File: src/rtl/axis_downsizer_if.sv
// AXI-Stream bundle for the width down-converter: one beat of BYTES bytes with
// strobes, end-of-packet marker and the valid/ready pair.
`timescale 1ns/1ps
interface axis_downsizer_if #(
   parameter int BYTES = 2
) ();
   // A beat transfers on a rising clock edge where tvalid and tready are both 1;
   // once tvalid is raised the master holds tdata/tkeep/tlast until that edge.
   logic               tvalid;
   logic               tready;
   logic               tlast;
   logic [8*BYTES-1:0] tdata;
   logic [BYTES-1:0]   tkeep;

   modport master (output tvalid, tlast, tdata, tkeep, input tready);
   modport slave  (input tvalid, tlast, tdata, tkeep, output tready);
endinterface

File: src/rtl/axis_downsizer.sv
// AXI-Stream width down-converter: splits one RATIO*OUT_BYTES-byte beat into up to
// RATIO narrow beats, dropping trailing all-empty slices of a tlast beat.
`timescale 1ns/1ps
module axis_downsizer #(
   parameter int OUT_BYTES = 2,
   parameter int RATIO     = 2,
   parameter int LSB_FIRST = 1,
   parameter int KEEP_EN   = 1
) (
   input logic               axis_clk,
   input logic               axis_rst,
   axis_downsizer_if.slave   axis_in,
   axis_downsizer_if.master  axis_out
);
   localparam int IN_BYTES = OUT_BYTES * RATIO;
   localparam int OW       = 8 * OUT_BYTES;
   localparam int IDX_W    = $clog2(RATIO);

   logic [8*IN_BYTES-1:0] r_data;
   logic [IN_BYTES-1:0]   r_keep;
   logic                  r_last;
   logic [IDX_W-1:0]      r_idx;
   logic [IDX_W-1:0]      r_end_idx;
   logic                  r_full;
   logic                  r_rdy_en;

   logic [IDX_W-1:0]      w_phys;
   logic [IDX_W-1:0]      w_load_end;
   logic                  w_final;
   logic                  w_in_hs;
   logic                  w_out_hs;

   // Emission order index to physical slice position.
   function automatic int phys_of(input int e);
      return (LSB_FIRST != 0) ? e : (RATIO - 1 - e);
   endfunction

   always_comb begin
      w_load_end = IDX_W'(RATIO - 1);
      if ((KEEP_EN != 0) && axis_in.tlast) begin
         w_load_end = '0;
         for (int e = 0; e < RATIO; e++) begin
            if (|axis_in.tkeep[phys_of(e)*OUT_BYTES +: OUT_BYTES]) begin
               w_load_end = IDX_W'(e);
            end
         end
      end
   end

   assign w_phys   = IDX_W'(phys_of(int'(r_idx)));
   assign w_final  = (r_idx == r_end_idx);
   assign w_out_hs = r_full & axis_out.tready;
   // Ready is held low until the first clock after reset release.
   assign axis_in.tready = r_rdy_en & (~r_full | (axis_out.tready & w_final));
   assign w_in_hs  = axis_in.tvalid & axis_in.tready;

   assign axis_out.tvalid = r_full;
   assign axis_out.tlast  = r_full & r_last & w_final;
   assign axis_out.tdata  = r_full ? r_data[w_phys*OW +: OW] : '0;
   assign axis_out.tkeep  = r_full ? r_keep[w_phys*OUT_BYTES +: OUT_BYTES] : '0;

   always_ff @(posedge axis_clk or negedge axis_rst) begin
      if (!axis_rst) begin
         r_data    <= '0;
         r_keep    <= '0;
         r_last    <= 1'b0;
         r_idx     <= '0;
         r_end_idx <= '0;
         r_full    <= 1'b0;
         r_rdy_en  <= 1'b0;
      end else begin
         r_rdy_en <= 1'b1;
         if (w_out_hs) begin
            if (!w_final) begin
               r_idx <= r_idx + IDX_W'(1);
            end else begin
               r_full <= 1'b0;
            end
         end
         // A load on the final-slice handshake overrides the clear above.
         if (w_in_hs) begin
            r_data    <= axis_in.tdata;
            r_keep    <= axis_in.tkeep;
            r_last    <= axis_in.tlast;
            r_idx     <= '0;
            r_end_idx <= w_load_end;
            r_full    <= 1'b1;
         end
      end
   end
endmodule

File: src/flat_wrapper.sv
// flat-port wrapper written by rule: the top's interface ports become plain ports
module axis_downsizer_flat 
#(
   parameter int OUT_BYTES = 2,
   parameter int RATIO     = 2,
   parameter int LSB_FIRST = 1,
   parameter int KEEP_EN   = 1
)
  (axis_clk, axis_rst, axis_in_tvalid, axis_in_tlast, axis_in_tdata, axis_in_tkeep, axis_in_tready, axis_out_tvalid, axis_out_tlast, axis_out_tdata, axis_out_tkeep, axis_out_tready);
  axis_downsizer_if #(.BYTES(4)) axis_in_i ();
  axis_downsizer_if #(.BYTES(2)) axis_out_i ();
  input logic axis_clk;
  input logic axis_rst;
  input wire logic [$bits(axis_in_i.tvalid)-1:0] axis_in_tvalid;
  input wire logic [$bits(axis_in_i.tlast)-1:0] axis_in_tlast;
  input wire logic [$bits(axis_in_i.tdata)-1:0] axis_in_tdata;
  input wire logic [$bits(axis_in_i.tkeep)-1:0] axis_in_tkeep;
  output wire logic [$bits(axis_in_i.tready)-1:0] axis_in_tready;
  output wire logic [$bits(axis_out_i.tvalid)-1:0] axis_out_tvalid;
  output wire logic [$bits(axis_out_i.tlast)-1:0] axis_out_tlast;
  output wire logic [$bits(axis_out_i.tdata)-1:0] axis_out_tdata;
  output wire logic [$bits(axis_out_i.tkeep)-1:0] axis_out_tkeep;
  input wire logic [$bits(axis_out_i.tready)-1:0] axis_out_tready;
  assign axis_in_i.tvalid = axis_in_tvalid;
  assign axis_in_i.tlast = axis_in_tlast;
  assign axis_in_i.tdata = axis_in_tdata;
  assign axis_in_i.tkeep = axis_in_tkeep;
  assign axis_in_tready = axis_in_i.tready;
  assign axis_out_tvalid = axis_out_i.tvalid;
  assign axis_out_tlast = axis_out_i.tlast;
  assign axis_out_tdata = axis_out_i.tdata;
  assign axis_out_tkeep = axis_out_i.tkeep;
  assign axis_out_i.tready = axis_out_tready;
  axis_downsizer #(.OUT_BYTES(OUT_BYTES), .RATIO(RATIO), .LSB_FIRST(LSB_FIRST), .KEEP_EN(KEEP_EN)) u_core (.axis_clk(axis_clk), .axis_rst(axis_rst), .axis_in(axis_in_i), .axis_out(axis_out_i));
endmodule
File: config.mk
export PLATFORM = sky130hd
export DESIGN_NAME = axis_downsizer_flat
export DESIGN_NICKNAME = d
export VERILOG_FILES = /design/src/rtl/axis_downsizer_if.sv /design/src/rtl/axis_downsizer.sv /design/src/flat_wrapper.sv
export SDC_FILE = /design/constraint.sdc
export NUM_CORES = 1
export LEC_CHECK = 0
export ABC_AREA = 1
export CAP_MARGIN = 20
export CORE_MARGIN = 3
export CORE_UTILIZATION = 40
export CTS_CLUSTER_DIAMETER = 40
export DETAILED_ROUTE_END_ITERATION = 12
export PLACE_DENSITY = 0.73
export SYNTH_ARGS = -nofsm -noshare
export SYNTH_HDL_FRONTEND = slang
export SYNTH_SLANG_ARGS = --single-unit
File: constraint.sdc
create_clock -name axis_clk -period 1.2 [get_ports axis_clk]
set_input_delay 0.24 -clock axis_clk [delete_from_list [all_inputs] [get_ports axis_clk]]
set_output_delay 0.24 -clock axis_clk [all_outputs]
set_load 0.01 [all_outputs]
==> impl_metrics.ini, run 1 <==
[yosys]
synth_nets = 291
syn_area_per_cell_um2 = 8.05
yosys-top-cells-area = dfrtp_1 51%, nand2_1 15%, nand4_1 12%
synth_largest_area_cell = dfrtp_1
seq_area_frac_synth_pct = 51.0
yosysUniqueCellTypes = 18
synth-seq-cells = 41
synth_area_um2 = 2010
yosysWarnings = 0
synth_top_area_share_pct = 51.0
syn_inst = 250

[power]
swShare_pct = 41.0
power_density_nw_per_um2 = 2340
power.internal_mw = 4.24
pwr-share-comb_pct = 53.4
p_switching_mw = 2.95
power_leakage_nw = 1.54
vdd_ir_drop_max_uv = 1360
clockPowerShare_pct = 11.7
power_frac_seq_pct = 34.9

[cts]
root_buffer = clkbuf_8
cts_tree = built
clockBufferDepth = 2
cts_max_level = 2
cts.reportedPaths.clkPinSlew_ns = 0.08
clk_latency_ns = 0.30
clkSinkCount = 41
cts_buffers = 5

[grt]
overflow = 0
grt_pass1_wl_mm = 9.94
track_usage_pct = 21.1
grt_pass1_vias = 2088
grt_max_degree = 42
antenna_found_initial = 0

[floorplan]
die_h_um = 76.9
die_x_um = 76.9
die-area_um2 = 5920
start_util_pct = 42.0
ios = 62
fp-row-count = 25
core_area_um2 = 4790

[flow_run]
maxCapViolations = 0

[drt]
vias_per_cell = 5.18
drtPass1Iterations = 4
drtIter0Drc = 180
drc = 0
vias = 2055
wl_per_cell_um = 15.3
wl_mm = 6.09
ant_nets = 0

[outcome]
outcome = finished with violations
violations = setup timing

[timing]
fin_skew_ns = 0.00707
finalSetupViolCount = 61
drv_slew = 0
final.min_clock_period_ns = 1.55
rsz0062_at_grt = yes
fmaxAchievable_mhz = 646
finalCritPeriodShare_pct = 129
worst_slack_ns = -0.348
hold_viol_final = 0

[critical_path]
worst_ep_arrival_time_ns = 1.31
end_kind = output pin
path_cells = buf_6 -> nand2_4 -> nand3_4 -> a21boi_1 -> buf_2
critical_path.startpoint_type = flop
critPathKind = flop to output pin
cp_max_fo = 4
worst_path_max_delay_cell = dfrtp_2
slowest_delay_ns = 0.46
rrSetupSlack_ns = -0.31
cp.required_ns = 0.96

[hold_path]
min_path_type = primary input to asynchronous set/reset pin

[cells_and_area]
diodes = 0
nets = 372
fin_util_pct = 64.3
area_delta_synth_final_pct = 53.0
drive_gt1_share_pct = 26.4

[placement]
port_buffers = 61
gp_congestion = 0.783
place_ws_ns = -0.571
place_hpwl_mm = 3.53
==> cell usage in the layout (no fill, tap or decap) <==
| cell | netlist | layout |
|---|---|---|
| nand2_1 | 83 | 82 |
| buf_6 | 2 | 19 |
| inv_1 | 1 | 1 |
| nand3_4 | 1 | 2 |
| nand2_4 | 2 | 2 |
| o21ai_1 | 0 | 9 |
| clkinv_2 | 0 | 1 |
| nor2_1 | 38 | 28 |
| nor2_2 | 0 | 8 |
| o21ai_2 | 0 | 7 |
| dlygate4sd3_1 | 0 | 1 |
| buf_4 | 5 | 7 |
| inv_2 | 2 | 1 |
| inv_4 | 0 | 1 |
| a21boi_1 | 0 | 1 |
| dfrtp_1 | 41 | 40 |
| buf_2 | 6 | 21 |
| buf_12 | 0 | 5 |
| dfrtp_2 | 0 | 1 |
| conb_1 | 1 | 1 |
| nand4_1 | 38 | 38 |
| nand2_2 | 1 | 2 |
| clkdlybuf4s50_1 | 0 | 39 |
| nor2_4 | 0 | 2 |
| buf_16 | 0 | 3 |
| o21ai_0 | 19 | 3 |
| clkbuf_8 | 0 | 5 |
==> per-stage QoR <==
| stage | TNS [ns] | hold slack (ns) | power [mW] | area [um2] | cells |
|---|---|---|---|---|---|
| floorplan | -0.522 | -0.0556 | 4.15 | 2010 | 250 |
| global placement | -18.37 | 0.227 | 5.69 | 2780 | 378 |
| detailed placement | -19.29 | 0.230 | 5.78 | 2780 | 378 |
| CTS | -15.85 | 0.452 | 6.76 | 2990 | 396 |
| global route | -21.41 | 0.473 | 7.73 | 3080 | 397 |
| finish | -17.66 | 0.430 | 7.20 | 3080 | 397 |
==> cell type report <==
class	count	area, um2
flip-flops and latches	41	1030
clock inverters	1	5.00
multi-input cells	185	926
inverters	3	13.8
clock buffers	5	68.8
repair buffers	95	955
well taps	67	83.8
fillers	427	1710
==> metal layers <==
metal	vias to the layer above	share of wire (%)	track usage [%]
met3	12	5.4	5.05
met4	0	2.0	7.07
li1	995	-	-
met1	988	42	26.2
met5	-	0	0
met2	60	51	36.1
==> logic make-up after synthesis <==
kind of cell    after synthesis  synth area share, %
compound gates               20                 5.10
buf+inv                      24                 6.53
flops                        41                 51.0
other cells                   1                0.186
simple gates                164                 37.2
==> Yosys cell counts <==
| master | instances |
|---|---|
| nand3_4 | 1 |
| buf_2 | 6 |
| nand2_1 | 83 |
| nand4_1 | 38 |
| clkbuf_1 | 7 |
| nand2_2 | 1 |
| conb_1 | 1 |
| dfrtp_1 | 41 |
| inv_1 | 1 |
| inv_2 | 2 |
| a21boi_0 | 1 |
| o21ai_0 | 19 |
| buf_4 | 5 |
| nor2_1 | 38 |
| nand3_2 | 1 |
| nand2_4 | 2 |
| buf_1 | 1 |
| buf_6 | 2 |
==> sequential cells by signal (all words and copies together), names as in the netlist <==
name,cells
u_core.r_keep,4
u_core.r_idx,1
u_core.r_data,32
u_core.r_last,1
u_core.axis_out.tvalid,1
u_core.r_end_idx,1
u_core.r_rdy_en,1
==> worst paths after layout <==
check                                            start           endpoint  cells past startpoint
worst min-delay path                          axis_rst  u_core.r_data[28]                      3
worst max register to register  u_core.axis_out.tvalid  u_core.r_data[30]                      9
min in group axis_clk                u_core.r_data[26]  u_core.r_data[26]                      2
max in group asynchronous                     axis_rst       u_core.r_idx                      3
worst max-delay path                      u_core.r_idx     axis_in_tready                      5
worst min register to register       u_core.r_data[26]  u_core.r_data[26]                      2
==> power groups by stage <==
stage	logic [mW]	clock network [mW]	registers (mW)
detailed placement	3.38	0	2.40
floorplan	1.82	0	2.33
global placement	3.32	0	2.36
CTS	3.52	0.844	2.39
global route	4.25	0.895	2.58
finish	3.85	0.842	2.51
==> critical path, delay by kind of cell (launching register included) <==
family | cells | cell delay [ns]
compound gates | 1 | 0.12
simple gates | 2 | 0.15
buf+inv | 2 | 0.29
flops | 1 | 0.46
==> repair_timing <==
item                                    in CTS  in global routing
endpoints found under the setup margin      61                 61
pin swaps                                   15                  8
hold buffers                                 1                  0
buffers inserted                             6                  0
cloned                                       5                  1
hold endpoints to repair                    41                  0
gates resized for setup                    114                 37
Power figures use the tool's default switching activity.
==> run 2: changes to the inputs <==
--- a/config.mk
+++ b/config.mk
@@ -10,7 +10,9 @@
 export CORE_MARGIN = 3
 export CORE_UTILIZATION = 40
 export CTS_CLUSTER_DIAMETER = 40
+export CTS_CLUSTER_SIZE = 30
 export DETAILED_ROUTE_END_ITERATION = 12
+export MAX_ROUTING_LAYER = met4
 export PLACE_DENSITY = 0.73
 export SYNTH_ARGS = -nofsm -noshare
 export SYNTH_HDL_FRONTEND = slang
==> constraint.sdc (replaced) <==
create_clock -name axis_clk -period 1.2 [get_ports axis_clk]
set_input_delay 0.24 -clock axis_clk [delete_from_list [all_inputs] [get_ports axis_clk]]
set_output_delay 0.24 -clock axis_clk [all_outputs]
set_load 0.005 [all_outputs]
==> run 2 against run 1 <==
Effect of this change:
- the run still ends with setup timing left
- die area unchanged
- clock skew down 0.0032 ns
- worst setup slack worse by 0.087 ns
- worst hold slack better by 0.013 ns
- sequential share of layout area down 2.1 points
- final cell count up 1.8%
- power up 10%
- highest routed layer unchanged
==> impl_metrics.ini, run 2 (synthesized netlist as in run 1, its figures left out) <==
[grt]
use_met3_pct = 4.69
grt_pass1_wl_mm = 10.2
grt_pass1_vias = 2098
busiest_layer = met2
met1_usage_pct = 28.3
track_usage_pct = 21.9
antenna_found_initial = 0
overflow = 0
met2_usage_pct = 34.4
grt_max_degree = 42

[drt]
ant_nets = 0
drc = 0
drtPass1Iterations = 4
wl_mm = 6.30
wl_per_cell_um = 15.6
vias_per_cell = 5.23
vias = 2113
drtIter0Drc = 108

[placement]
placed_area_um2 = 2810
dp.cells = 381
place_hpwl_mm = 3.54
port_buffers = 61
gp_congestion = 0.810
place_ws_ns = -0.583

[timing]
fin_skew_ns = 0.00384
tns_ns = -23.04
final.min_clock_period_ns = 1.63
fmaxAchievable_mhz = 612
worst_slack_ns = -0.435
drv_slew = 0
finalSetupViolCount = 61
rsz0062_at_grt = yes
hold_viol_final = 0
hold_ws_ns = 0.443
finalCritPeriodShare_pct = 136

[floorplan]
die_h_um = 76.9
die-area_um2 = 5920
fp-row-count = 25
ios = 62
core_area_um2 = 4790
start_util_pct = 42.0
die_x_um = 76.9

[cts]
clk_latency_ns = 0.29
cts_tree = built
cts.reportedPaths.clkPinSlew_ns = 0.08
cts_buffers = 5
root_buffer = clkbuf_8
clockBufferDepth = 2
clkSinkCount = 41
cts_max_level = 2

[cells_and_area]
reg_top3 = u_core.r_data: 32 flops, u_core.r_keep: 4 flops
stdcell_count = 404
fin_util_pct = 68.8
layout_common_cells = 42 x nand2_1, 40 x nand2_2, 40 x dfrtp_1, 39 x clkdlybuf4s50_1, 38 x nand4_1
final_area_um2 = 3290
top_register = u_core.r_data
diodes = 0
fillers = 388
drive_gt1_share_pct = 45.1
area_delta_synth_final_pct = 63.6
nets = 377
largest_register_ffs = 32
final_common_cell = nand2_1

[critical_path]
rrSetupSlack_ns = -0.43
critPathKind = flop to flop
worst_ep_arrival_time_ns = 1.81
cp_max_fo = 8
critical_path.startpoint_type = flop
cp.required_ns = 1.38
end_kind = flop

[hold_path]
min_path_type = primary input to asynchronous set/reset pin

[power]
vdd_ir_drop_max_uv = 1160
total_power_mw = 7.94
power_leakage_nw = 1.57
power_density_nw_per_um2 = 2410

[outcome]
violations = setup timing
outcome = finished with violations

[flow_run]
maxCapViolations = 0
-- run 2: changes by cell type in the layout (fill, tap and decap cells not counted), sizes merged --
cell	change
buf	+5
clkbuf	+2
-- run 2: metal layers --
layer	share of wire [%]	up-vias
met5	0	-
met4	1.1	0
met3	5.6	8
met2	52	68
met1	41	1035
li1	-	1002
-- run 2: area by class of cell --
| type | count | area (um2) | area share, % |
|---|---|---|---|
| Tap cell | 67 | 83.8 | 2.55 |
| Timing Repair Buffer | 100 | 946 | 28.7 |
| Sequential cell | 41 | 1030 | 31.2 |
| Clock buffer | 7 | 96.3 | 2.93 |
| Clock inverter | 1 | 5.00 | 0.152 |
| Multi-Input combinational cell | 185 | 1120 | 34.0 |
| Inverter | 3 | 13.8 | 0.418 |
-- run 2: where the power goes --
part / switching, mW / total (mW) / internal [mW]
Combinational: 2.14 / 4.30 / 2.16
Sequential: 0.623 / 2.66 / 2.04
Clock: 0.465 / 0.985 / 0.520
Total: 3.23 / 7.94 / 4.72
-- run 2: path summary, 6_finish.rpt --
| kind | startpoint | endpoint | cells past startpoint |
|---|---|---|---|
| worst min register to register | u_core.r_data[0] | u_core.r_data[0] | 2 |
| worst max register to register | u_core.r_idx | u_core.r_data[15] | 10 |
| max in group asynchronous | axis_rst | u_core.r_idx | 3 |
| min in group axis_clk | u_core.r_data[0] | u_core.r_data[0] | 2 |
| worst max-delay path | u_core.r_idx | u_core.r_data[15] | 10 |
| worst min-delay path | axis_rst | u_core.r_data[28] | 3 |
-- run 2: timing repair --
item / CTS / global route
pin swaps: 34 / 12
gates cloned: 6 / 0
setup endpoints to repair: 61 / 61
hold buffers: 1 / 0
hold endpoints to repair: 41 / 0
setup buffers: 14 / 1
resized for setup: 164 / 61
-- run 2: worst max-delay path, stage by stage (launching register included) --
cell and delay, ns:
dfrtp_2 0.46, buf_6 0.14, buf_6 0.11, nand2_4 0.06, nand3_4 0.07, buf_6 0.13
nand2_8 0.08, nand3_4 0.16, buf_6 0.21, nand2_2 0.05, nand2_1 0.06
